### src/rtl/branch_control_unit.sv
`default_nettype none
// ============================================================================
// Module      : branch_control_unit
// Description : Control-step sequencer for instruction fetch and the
//               branch/jump family (br, jr, jal), nop and halt. Datapath
//               control strobes come from the registered state. Two
//               exceptions read inputs in the current cycle: T3 decodes the
//               live opcode, and the br T6 PC load is gated by CON_out.
// Revision    : 1.0 - initial release
// ============================================================================
module branch_control_unit (
    input  logic        clk,
    input  logic        clr,
    input  logic        run,
    input  logic [31:0] IR_Data,
    input  logic        CON_out,
    output logic        PC_out,
    output logic        PC_in,
    output logic        IncPC,
    output logic        MAR_in,
    output logic        MDR_in,
    output logic        MDR_out,
    output logic        IR_in,
    output logic        Y_in,
    output logic        Z_in,
    output logic        Zlow_out,
    output logic        C_out,
    output logic        Read,
    output logic        Gra,
    output logic        Grb,
    output logic        Rout,
    output logic        CON_in,
    output logic [15:0] RX_in_man,
    output logic [4:0]  alu_instruction_bits,
    output logic        halted,
    output logic        illegal_op
);

    localparam logic [4:0]  c_OP_BR   = 5'b10011;
    localparam logic [4:0]  c_OP_JR   = 5'b10100;
    localparam logic [4:0]  c_OP_JAL  = 5'b10101;
    localparam logic [4:0]  c_OP_NOP  = 5'b11010;
    localparam logic [4:0]  c_OP_HALT = 5'b11011;
    localparam logic [4:0]  c_ALU_ADD = 5'b00011;
    localparam logic [15:0] c_SEL_R15 = 16'h8000;

    typedef enum logic [3:0] {
        S_IDLE = 4'd0,
        S_T0   = 4'd1,
        S_T1   = 4'd2,
        S_T2   = 4'd3,
        S_T3   = 4'd4,
        S_T4   = 4'd5,
        S_T5   = 4'd6,
        S_T6   = 4'd7,
        S_HALT = 4'd8
    } state_t;

    state_t     r_state;
    state_t     w_next;
    logic [4:0] r_op;
    logic [4:0] w_opcode;
    logic       w_unused_ir;

    assign w_opcode    = IR_Data[31:27];
    // Only the opcode field matters to this block.
    assign w_unused_ir = ^IR_Data[26:0];

    // State register; clr forces IDLE from any state, including HALT.
    always_ff @(posedge clk) begin
        if (clr) begin
            r_state <= S_IDLE;
        end else begin
            r_state <= w_next;
        end
    end

    // Keep the opcode decoded in T3 so that T4..T6 know which instruction is running.
    always_ff @(posedge clk) begin
        if (clr) begin
            r_op <= 5'd0;
        end else if (r_state == S_T3) begin
            r_op <= w_opcode;
        end
    end

    // Next-state logic.
    always_comb begin
        w_next = r_state;
        case (r_state)
            S_IDLE: w_next = run ? S_T0 : S_IDLE;
            S_T0:   w_next = S_T1;
            S_T1:   w_next = S_T2;
            S_T2:   w_next = S_T3;
            S_T3: begin
                case (w_opcode)
                    c_OP_BR:   w_next = S_T4;
                    c_OP_JAL:  w_next = S_T4;
                    c_OP_HALT: w_next = S_HALT;
                    default:   w_next = S_T0;
                endcase
            end
            S_T4:   w_next = (r_op == c_OP_BR) ? S_T5 : S_T0;
            S_T5:   w_next = S_T6;
            S_T6:   w_next = S_T0;
            S_HALT: w_next = S_HALT;
            default: w_next = S_IDLE;
        endcase
    end

    // Output decode; every strobe defaults low and is raised only in its step.
    always_comb begin
        PC_out               = 1'b0;
        PC_in                = 1'b0;
        IncPC                = 1'b0;
        MAR_in               = 1'b0;
        MDR_in               = 1'b0;
        MDR_out              = 1'b0;
        IR_in                = 1'b0;
        Y_in                 = 1'b0;
        Z_in                 = 1'b0;
        Zlow_out             = 1'b0;
        C_out                = 1'b0;
        Read                 = 1'b0;
        Gra                  = 1'b0;
        Grb                  = 1'b0;
        Rout                 = 1'b0;
        CON_in               = 1'b0;
        RX_in_man            = 16'd0;
        alu_instruction_bits = 5'd0;
        halted               = 1'b0;
        illegal_op           = 1'b0;
        case (r_state)
            S_T0: begin
                PC_out = 1'b1;
                MAR_in = 1'b1;
                IncPC  = 1'b1;
                Z_in   = 1'b1;
            end
            S_T1: begin
                Zlow_out = 1'b1;
                PC_in    = 1'b1;
                Read     = 1'b1;
                MDR_in   = 1'b1;
            end
            S_T2: begin
                MDR_out = 1'b1;
                IR_in   = 1'b1;
            end
            S_T3: begin
                case (w_opcode)
                    c_OP_BR: begin
                        Grb    = 1'b1;
                        Rout   = 1'b1;
                        CON_in = 1'b1;
                    end
                    c_OP_JR: begin
                        Gra   = 1'b1;
                        Rout  = 1'b1;
                        PC_in = 1'b1;
                    end
                    c_OP_JAL: begin
                        PC_out    = 1'b1;
                        RX_in_man = c_SEL_R15;
                    end
                    c_OP_NOP, c_OP_HALT: begin
                    end
                    default: illegal_op = 1'b1;
                endcase
            end
            S_T4: begin
                if (r_op == c_OP_BR) begin
                    PC_out = 1'b1;
                    Y_in   = 1'b1;
                end else begin
                    Gra   = 1'b1;
                    Rout  = 1'b1;
                    PC_in = 1'b1;
                end
            end
            S_T5: begin
                C_out                = 1'b1;
                Z_in                 = 1'b1;
                alu_instruction_bits = c_ALU_ADD;
            end
            S_T6: begin
                Zlow_out = 1'b1;
                PC_in    = CON_out;
            end
            S_HALT: halted = 1'b1;
            default: begin
            end
        endcase
    end

endmodule
`default_nettype wire

### config.mk
export PLATFORM = sky130hd
export DESIGN_NAME = branch_control_unit
export DESIGN_NICKNAME = d
export VERILOG_FILES = /design/src/rtl/branch_control_unit.sv
export SDC_FILE = /design/constraint.sdc
export NUM_CORES = 1
export LEC_CHECK = 0
export ABC_AREA = 1
export BUFFER_PORTS_ARGS = -buffer_cell sky130_fd_sc_hd__buf_2
export CELL_PAD_IN_SITES_DETAIL_PLACEMENT = 2
export CELL_PAD_IN_SITES_GLOBAL_PLACEMENT = 2
export CORE_UTILIZATION = 14
export DETAILED_ROUTE_END_ITERATION = 6
export PLACE_DENSITY = 0.81
export SYNTH_ARGS = -nofsm -noshare
export SYNTH_HDL_FRONTEND = slang
export SYNTH_SLANG_ARGS = --single-unit
### constraint.sdc
create_clock -name clk -period 1 [get_ports clk]
set_clock_uncertainty 0.1 [all_clocks]
set_input_delay 0.15 -clock clk [delete_from_list [all_inputs] [get_ports clk]]
set_output_delay 0.15 -clock clk [all_outputs]
set_load 0.005 [all_outputs]
==> qor.yml <==
routed-wl-met3_um: 138
critPathArrivalTime_ns: 1.35
clk_pin_slew_ns: 0.05
slew_viol_final: 0
finalSetupViolCount: 30
cp_max_fo: 4
yosysSeqAreaShare_pct: 23.3
antenna_cells: 0
fin_crit_sh_pct: 160
final_nets: 220
viasPerCell: 3.66
synth_area_leaders: "dfxtp_1, buf_4, nand2_1"
cts_buffers: 3
drcViolationCount: 0
grt.total_usage_pct: 9.69
fin_ws_ns: -0.595
cp-start-kind: "flop"
grt_first_pass_wirelength_um: 4380
crit_family: "simple AND/OR/NAND/NOR gates"
antenna_found_initial: 0
first_global_vias: 942
gp_congestion: 0.765
core_um2: 5200
cts_tree: "yes"
stdcell_count: 253
vias: 925
hold_buffers: 0
rsz0062_at_grt: "true"
synth.top_cell.area_share_pct: 23.3
final_cell_area_um2: 1380
die_x_um: 76.4
seqPwrFrac_pct: 31.2
drt_iter0_markers: 10
syn_inst: 126
drt-met1-wl_um: 1150
clk_path_buf_depth: 2
maxCapViolCount: 0
grt-ovfl-total: 0
synth_area_um2: 774
finalSetupTns_ns: -12.10
peakVddDrop_uv: 291
violations: "setup timing"
required_ns: 0.75
cpMaxStageDelayCell: "dfxtp_2"
period_needed_ns: 1.60
ys_seq_elements: 9
clkPwrFrac_pct: 35.7
wl_per_cell_um: 11.8
syn_avg_cell_area_um2: 6.15
port_buffers: 29
root_buffer: "clkbuf_8"
pwr-share-comb_pct: 33.0
power.switching_uw: 408
htreeDepth: 1
start_util_pct: 14.9
cp_cell_sequence: "inv_2, nand2_1, nor2_2, buf_4, nand2_2, nand3_1, buf_2"
dp_hpwl_um: 2210
die_y_um: 76.4
leakage_nw: 0.786
outcome: "finished with violations"
place_area_um2: 1040
crit_type: "reg -> out"
p_per_area_nw_per_um2: 912
top_layer_used: "met4"
switching_share_pct: 32.4
fmax_ghz: 0.627
intPower_uw: 850
wirelength_um: 2980
rows: 26
grt_max_degree: 6
hold-worst-slack_ns: 0.0431
cp.buffers_inverters: 3
yosys.area.top_type: "dfxtp_1"
p_total_mw: 1.26
clock_latency_ns: 0.24
drtAntennaViolNets: 0
ios: 75
ys_types: 19
hold_viol: 0
area_growth_pct: 78.0
end_kind: "output port"
numClockSinks: 9
hold_class: "in -> reg"
slowest_delay_ns: 0.32
drive_gt1_share_pct: 61.2
wl_met2_um: 1660
dieArea_um2: 5830
first_pass_iters: 2
yosysWarnings: 0
dpl.cell_count: 237
[Yosys cell counts (all sizes together)]
cell type	n
a31oi	1
buf	25
nor3	3
nand2	26
inv	21
o21ai	5
nand3	8
dfxtp	9
a21oi	5
nor2	21
nand4	1
conb	1
[cells by family (layout without fill, tap and decap cells)]
| family | count (synthesis) | after routing | synth area share, % |
|---|---|---|---|
| AO/OA/AOI/OAI | 11 | 11 | 7.75 |
| other | 1 | 18 | 0.484 |
| AND/OR/NAND/NOR | 59 | 59 | 33.6 |
| flip-flops | 9 | 9 | 23.3 |
| buffers and inverters | 46 | 86 | 34.9 |
[layout make-up]
class / instances / area [µm²]
fill: 648 / 3830
multi-input combinational: 88 / 520
timing repair buffer: 61 / 450
sequential: 9 / 189
tap: 70 / 87.6
inverter: 21 / 86.3
clock buffer: 4 / 45.0
[power groups by stage]
stage | Clock (mW) | Sequential (mW) | Combinational [mW]
6_report | 0.449 | 0.393 | 0.416
5_1_grt | 0.473 | 0.396 | 0.458
4_1_cts | 0.458 | 0.390 | 0.367
3_5_place_dp | 0 | 0.397 | 0.327
3_3_place_gp | 0 | 0.395 | 0.316
2_1_floorplan | 0 | 0.395 | 0.219
[what timing repair did]
item / 4_1_cts / 5_1_grt
pin swaps: 5 / 7
setup endpoints to repair: 30 / 30
gates cloned: 0 / 0
gates resized for setup: 29 / 31
endpoints found under the hold margin: 0 / 0
buffers inserted: 9 / 7
[placed cells by master (no fill, tap or decap), drive strengths merged]
master / netlist / layout
a21oi: 5 / 5
a31oi: 1 / 1
buf: 25 / 61
clkbuf: 0 / 4
conb: 1 / 18
dfxtp: 9 / 9
inv: 21 / 21
nand2: 26 / 26
nand3: 8 / 8
nand4: 1 / 1
nor2: 21 / 21
nor3: 3 / 3
o21ai: 5 / 5
[routing by layer]
layer,up-vias,global-route usage (%)
met5,-,0
met4,0,3.46
met3,5,2.04
met2,30,19.1
met1,435,9.88
li1,455,-
[worst register-to-register path, stage by stage, from the launching register on]
cell and delay [ns]:
dfxtp_2 0.32, inv_2 0.07, nand2_4 0.06, nor2_4 0.15
buf_6 0.13, nand3_4 0.10, buf_6 0.15, nand2_2 0.05
nor2_1 0.04, nor2_1 0.14
[state kept, by name (all words and copies together), names as in the netlist]
name and count:
r_op 5, r_state 4
[per-stage QoR]
| stage | util (%) | worst slack (ns) |
|---|---|---|
| global route | 26.5 | -0.681 |
| CTS | 24.1 | -0.534 |
| finish | 26.5 | -0.595 |
| floorplan | - | -0.150 |
| global placement | 20.0 | -0.293 |
| detailed placement | 20.0 | -0.351 |
[worst paths after layout]
check	from	endpoint	slack [ns]	cells after the start
setup / recovery	r_state[1]$_SDFF_PP0_	PC_out	-0.60	7
hold / removal	clr	r_op[2]$_SDFFE_PP0P_	0.04	2
setup reg to reg	r_state[3]$_SDFF_PP0_	r_state[2]$_SDFF_PP0_	-0.38	9
hold reg to reg	r_op[2]$_SDFFE_PP0P_	r_op[2]$_SDFFE_PP0P_	0.39	2
Note: power is estimated with default switching activity, not from simulation.
